### config.mk
export PLATFORM = sky130hd
export DESIGN_NAME = axi2ahb_cmd
export DESIGN_NICKNAME = d
export VERILOG_FILES = /design/src/rtl/axi2ahb_pkg.sv /design/src/rtl/axi2ahb_rr_arb.sv /design/src/rtl/axi2ahb_cmd.sv
export SDC_FILE = /design/constraint.sdc
export NUM_CORES = 1
export LEC_CHECK = 0
export CORE_MARGIN = 4
export CORE_UTILIZATION = 37
export DETAILED_ROUTE_END_ITERATION = 16
export HOLD_SLACK_MARGIN = 0.12
export PLACE_DENSITY = 0.76
export SLEW_MARGIN = 30
export SYNTH_ARGS = -nofsm -noshare
export SYNTH_HDL_FRONTEND = slang
export SYNTH_SLANG_ARGS = --single-unit
### constraint.sdc
create_clock -name ACLK -period 1.8 [get_ports ACLK]
set_input_delay 0.18 -clock ACLK [delete_from_list [all_inputs] [get_ports ACLK]]
set_output_delay 0.18 -clock ACLK [all_outputs]
set_load 0.02 [all_outputs]
### src/rtl/axi2ahb_pkg.sv
// Shared encodings for the AXI-to-AHB bridge: burst types, response codes and
// the address-channel front-end state machine.
package axi2ahb_pkg;

  localparam logic [1:0] BURST_FIXED = 2'b00;
  localparam logic [1:0] BURST_INCR  = 2'b01;
  localparam logic [1:0] BURST_WRAP  = 2'b10;
  localparam logic [1:0] BURST_RSVD  = 2'b11;

  localparam logic [1:0] RESP_OKAY   = 2'b00;
  localparam logic [1:0] RESP_SLVERR = 2'b10;

  typedef enum logic [1:0] {
    IDLE    = 2'b00,
    RD_ACT  = 2'b01,
    WR_ACT  = 2'b10,
    WR_RESP = 2'b11
  } state_e;

  // The AHB side has no reserved burst, so it is carried as INCR and flagged.
  function automatic logic [1:0] map_burst(input logic [1:0] burst);
    return (burst == BURST_RSVD) ? BURST_INCR : burst;
  endfunction

endpackage

### src/rtl/axi2ahb_rr_arb.sv
// Two-requester round-robin arbiter; a tie goes to the side that did not win
// the previous grant.
module axi2ahb_rr_arb (
  input  logic ACLK,
  input  logic ARESET,
  input  logic req_w,
  input  logic req_r,
  input  logic en,
  output logic grant_w,
  output logic grant_r
);

  // 1 when the most recent grant went to the write side; resets to READ.
  logic last_w_r;

  assign grant_w = req_w & (~req_r | ~last_w_r);
  assign grant_r = req_r & (~req_w |  last_w_r);

  // Remember the winner of each granted arbitration round.
  always_ff @(posedge ACLK) begin
    if (ARESET) begin
      last_w_r <= 1'b0;
    end else if (en && (grant_w || grant_r)) begin
      last_w_r <= grant_w;
    end
  end

endmodule

### src/rtl/axi2ahb_cmd.sv
// AXI address-channel front end: arbitrates AW/AR, holds one command for the
// AHB control stage, and returns the B response after a write completes.
module axi2ahb_cmd
  import axi2ahb_pkg::*;
#(
  parameter int AXI_ADDR_WIDTH = 8
) (
  input  logic                      ACLK,
  input  logic                      ARESET,
  input  logic [AXI_ADDR_WIDTH-1:0] AWADDR,
  input  logic [7:0]                AWLEN,
  input  logic [1:0]                AWBURST,
  input  logic                      AWVALID,
  output logic                      AWREADY,
  input  logic [AXI_ADDR_WIDTH-1:0] ARADDR,
  input  logic [7:0]                ARLEN,
  input  logic [1:0]                ARBURST,
  input  logic                      ARVALID,
  output logic                      ARREADY,
  output logic [1:0]                BRESP,
  output logic                      BVALID,
  input  logic                      BREADY,
  output logic                      cmd_read_o,
  output logic                      cmd_write_o,
  output logic [AXI_ADDR_WIDTH-1:0] cmd_start_addr_o,
  output logic [7:0]                cmd_transfer_len_o,
  output logic [1:0]                cmd_burst_type_o,
  output logic                      ctrl_cmd_valid_o,
  input  logic                      ctrl_cmd_ready_i
);

  state_e state_r;
  state_e state_nx_s;
  logic   idle_s;
  logic   grant_w_s;
  logic   grant_r_s;
  logic   acc_w_s;
  logic   acc_r_s;
  logic   err_r;

  // Readies must already be low during reset, so reset gates the accept window.
  assign idle_s  = (state_r == IDLE) & ~ARESET;
  assign acc_w_s = idle_s & grant_w_s;
  assign acc_r_s = idle_s & grant_r_s;
  assign AWREADY = acc_w_s;
  assign ARREADY = acc_r_s;

  axi2ahb_rr_arb u_arb (
    .ACLK    (ACLK),
    .ARESET  (ARESET),
    .req_w   (AWVALID),
    .req_r   (ARVALID),
    .en      (idle_s),
    .grant_w (grant_w_s),
    .grant_r (grant_r_s)
  );

  // Next-state logic.
  always_comb begin
    state_nx_s = state_r;
    case (state_r)
      IDLE: begin
        if (acc_w_s) begin
          state_nx_s = WR_ACT;
        end else if (acc_r_s) begin
          state_nx_s = RD_ACT;
        end else begin
          state_nx_s = IDLE;
        end
      end
      RD_ACT: begin
        if (ctrl_cmd_ready_i) begin
          state_nx_s = IDLE;
        end else begin
          state_nx_s = RD_ACT;
        end
      end
      WR_ACT: begin
        if (ctrl_cmd_ready_i) begin
          state_nx_s = WR_RESP;
        end else begin
          state_nx_s = WR_ACT;
        end
      end
      WR_RESP: begin
        if (BREADY) begin
          state_nx_s = IDLE;
        end else begin
          state_nx_s = WR_RESP;
        end
      end
      default: state_nx_s = IDLE;
    endcase
  end

  // State register.
  always_ff @(posedge ACLK) begin
    if (ARESET) begin
      state_r <= IDLE;
    end else begin
      state_r <= state_nx_s;
    end
  end

  // Registered outputs follow the next state; command fields latch on accept.
  always_ff @(posedge ACLK) begin
    if (ARESET) begin
      ctrl_cmd_valid_o   <= 1'b0;
      cmd_read_o         <= 1'b0;
      cmd_write_o        <= 1'b0;
      BVALID             <= 1'b0;
      BRESP              <= RESP_OKAY;
      cmd_start_addr_o   <= {AXI_ADDR_WIDTH{1'b0}};
      cmd_transfer_len_o <= 8'd0;
      cmd_burst_type_o   <= BURST_FIXED;
      err_r              <= 1'b0;
    end else begin
      ctrl_cmd_valid_o <= (state_nx_s == RD_ACT) || (state_nx_s == WR_ACT);
      cmd_read_o       <= (state_nx_s == RD_ACT);
      cmd_write_o      <= (state_nx_s == WR_ACT);
      BVALID           <= (state_nx_s == WR_RESP);
      BRESP            <= ((state_nx_s == WR_RESP) && err_r) ? RESP_SLVERR : RESP_OKAY;
      if (acc_w_s) begin
        cmd_start_addr_o   <= {AWADDR[AXI_ADDR_WIDTH-1:2], 2'b00};
        cmd_transfer_len_o <= AWLEN;
        cmd_burst_type_o   <= map_burst(AWBURST);
        err_r              <= (AWBURST == BURST_RSVD);
      end else if (acc_r_s) begin
        cmd_start_addr_o   <= {ARADDR[AXI_ADDR_WIDTH-1:2], 2'b00};
        cmd_transfer_len_o <= ARLEN;
        cmd_burst_type_o   <= map_burst(ARBURST);
        err_r              <= (ARBURST == BURST_RSVD);
      end
    end
  end

endmodule

==> results of run 1 <==
-- critical path, stage by stage --
cell and delay, ps:
clkdlybuf4s50_1 490, a21boi_1 290, nand2_2 110, inv_1 80
dlygate4sd2_1 340
-- cells in the mapped netlist (all sizes together) (2+ instances only) --
cell type / instances
o21ai: 2
inv: 3
o31ai: 15
nor2b: 5
nor3: 18
nand4: 15
ha: 3
a311oi: 17
dfxtp: 25
a21boi: 2
buf: 18
nand2: 2
or2: 2
nor2: 2
a21oi: 4
nand3b: 2
nand2b: 3
and2: 3
clkbuf: 5
-- state kept, by name, indices dropped and copies added, names as in the netlist --
name                cells
BRESP                   1
u_arb.last_w_r          1
cmd_start_addr_o        6
cmd_read_o              1
ctrl_cmd_valid_o        1
state_r                 2
cmd_burst_type_o        2
cmd_transfer_len_o      8
err_r                   1
cmd_write_o             1
BVALID                  1
-- worst paths after layout --
kind                                           from                   to  slack (ps)  depth (start not counted)
worst max-delay path                        AWVALID              AWREADY         140                          5
worst min-delay path            cmd_start_addr_o[5]  cmd_start_addr_o[5]         500                          2
worst max register to register           state_r[0]     ctrl_cmd_valid_o         170                          6
worst min register to register  cmd_start_addr_o[5]  cmd_start_addr_o[5]         500                          2
-- through the flow --
step	hold WS, ps	worst slack [ps]	std cells	power [W]
after global placement	483	-102	258	0.00131
final	500	140	262	0.00164
after global routing	521	41.3	262	0.00172
after floorplan	366	-10.0	157	0.00106
after CTS	504	130	262	0.00165
after detailed placement	492	-127	258	0.00132
-- cell usage in the layout (no fill, tap or decap), drive strengths merged, types with 2 or more instances in the layout --
cell,n
nand3b,2
dlygate4sd2,2
nor2,2
inv,3
buf,16
o31ai,15
a21oi,4
ha,3
o21ai,2
a311oi,17
or2,2
a21boi,2
conb,3
and2,3
clkdlybuf4s50,58
nand2b,3
nand2,2
clkbuf,4
nand4,15
nor2b,5
dfxtp,25
nor3,18
-- metal layers --
layer	GRT usage [%]	share of wire, %	up-vias	wire length, um
met1	23.1	46	682	1940
li1	-	-	709	-
met4	5.01	0.80	0	34
met5	0	0	-	0
met2	26.6	48	51	2030
met3	2.38	5.5	2	233
-- logic make-up (layout without fill, tap and decap cells) --
group	Yosys count	after routing	share of synthesized area, %
other cells	1	3	0.253
simple gates	53	53	22.4
mux	1	1	0.676
flops	25	25	33.8
buf+inv	26	83	11.6
fa+ha+maj	3	3	2.53
compound gates	46	46	28.8
-- power by group through the flow --
stage | combinational, W | sequential (W) | clock [W]
detailed placement | 0.000648 | 0.000670 | 0
floorplan | 0.000332 | 0.000727 | 0
global placement | 0.000639 | 0.000669 | 0
CTS | 0.000648 | 0.000658 | 0.000345
global route | 0.000692 | 0.000666 | 0.000366
finish | 0.000645 | 0.000657 | 0.000333
-- area by class of cell --
cell class                      instances  area [um^2]
Clock buffer                            4         45.0
Tap cell                               48         60.1
Fill cell                             346         1600
Timing Repair Buffer                   76          731
Multi-Input combinational cell        106          820
Inverter                                3         11.3
Sequential cell                        25          500
==> summary.md, run 1 <==
| Metric | Value |
|---|---|
| Outcome | `finished clean` |
| Final Core Density | `57.5%` |
| Crit Path Category | `primary input to primary output` |
| Async S/R FF share, synth | `0%` |
| Fin. Hold Viols | `0` |
| Int Pwr | `0.00109 W` |
| Required time of the critical path | `1620 ps` |
| Max Slew Vio Count | `0` |
| CORE AREA | `0.00377 mm^2` |
| Synth warnings | `0` |
| Post-route setup TNS | `0 ps` |
| Total track usage | `16.6%` |
| Pin count of the biggest net entering global routing | `32` |
| Final Critical Period | `1660 ps` |
| DRC | `0` |
| Fin nets | `260` |
| Sw Share | `33.6%` |
| Yosys reg bits | `25` |
| ANT nets after route | `0` |
| Worst-path clk slew | `90 ps` |
| CTS tree | `done` |
| Num rows | `22` |
| Io pins | `68` |
| Root buffer cell | `clkbuf_8` |
| First-pass DRT Iterations | `4` |
| Top post-synthesis cells by area | `dfxtp_1 34%, o31ai_2 12%, a311oi_1 10%` |
| Fmax | `603 MHz` |
| Initial antenna violation count | `0` |
| Global-route wire length before repair | `6940 um` |
| Syn Std Cell Area | `0.00148 mm^2` |
| Via density per instance | `5.51` |
| Synth top area share | `33.8%` |
| Ys flop type | `dfxtp_1` |
| Gpl congestion | `0.798` |
| Hold Crit Class | `register to register` |
| Buffer depth of the longest clock path | `2` |
| CP arrival | `1480 ps` |
| Worst-path fanout max | `3` |
| Total CTS buffers | `3` |
| Gr ovfl total | `0` |
| Vias in the first global route | `1437` |
| Max Cap Viol | `0` |
| Die Y | `71.3 um` |
| Cell variety after synth | `38` |
| Drt first-iter violations | `101` |
| DRT Wirelength | `4230 um` |
| Die area | `0.00508 mm^2` |
| Setup violators final | `0` |
| Maximum vdd drop | `0.000307 V` |
| Initial core utilization | `39.3%` |
| RSZ-0062 raised after global routing | `false` |
| Comb pwr share | `39.4%` |
| Clock Power Share | `20.4%` |
| Total number of vias | `1444` |
| Setup Skew | `4.44 ps` |
| Placed cell area | `0.00212 mm^2` |
| Layout Cell Area excl Fill | `0.00217 mm^2` |
| Mapped Cells | `155` |
| Synth Area per Inst | `9.56 um^2` |
| Syn-to-layout area delta | `46.3%` |
| CTS HTree Levels | `1` |
| Power per cell area | `755 mW/mm^2` |
| Clock Sinks | `25` |
| Hold Buf Count CTS | `0` |
| Post-synth EDFFs | `0` |
| Antenna diodes | `0` |
| Register area share after synthesis | `33.8%` |
| Number of I/O port buffers | `60` |
| CP startpoint kind | `primary input` |
| Pleak | `0.758 nW` |
| Horiz. Die Dim | `71.3 um` |
| Dpl hpwl | `2990 um` |
| Fin crit share | `92.2%` |
| Share of post-route cells with drive strength above 1 | `19.2%` |
| Sequential share of power | `40.2%` |
| Later-pin clock latency in the skew report | `260 ps` |
| PostCTS Resize Cnt | `2` |
| Routed WL per cell | `16.2 um` |
| Synth area leader | `dfxtp_1` |
| Postcts setup bufs | `0` |
| CP endpoint kind | `primary output` |
| Sw power | `0.000549 W` |
Note: power is estimated with default switching activity, not from simulation.
==> run 2: changes to the inputs <==
--- a/config.mk
+++ b/config.mk
@@ -10,7 +10,6 @@
 export DETAILED_ROUTE_END_ITERATION = 16
 export HOLD_SLACK_MARGIN = 0.12
 export PLACE_DENSITY = 0.76
-export SLEW_MARGIN = 30
 export SYNTH_ARGS = -nofsm -noshare
 export SYNTH_HDL_FRONTEND = slang
 export SYNTH_SLANG_ARGS = --single-unit
==> results of run 2 <==
No change in the layout: final DEF, timing and power equal those of run 1.
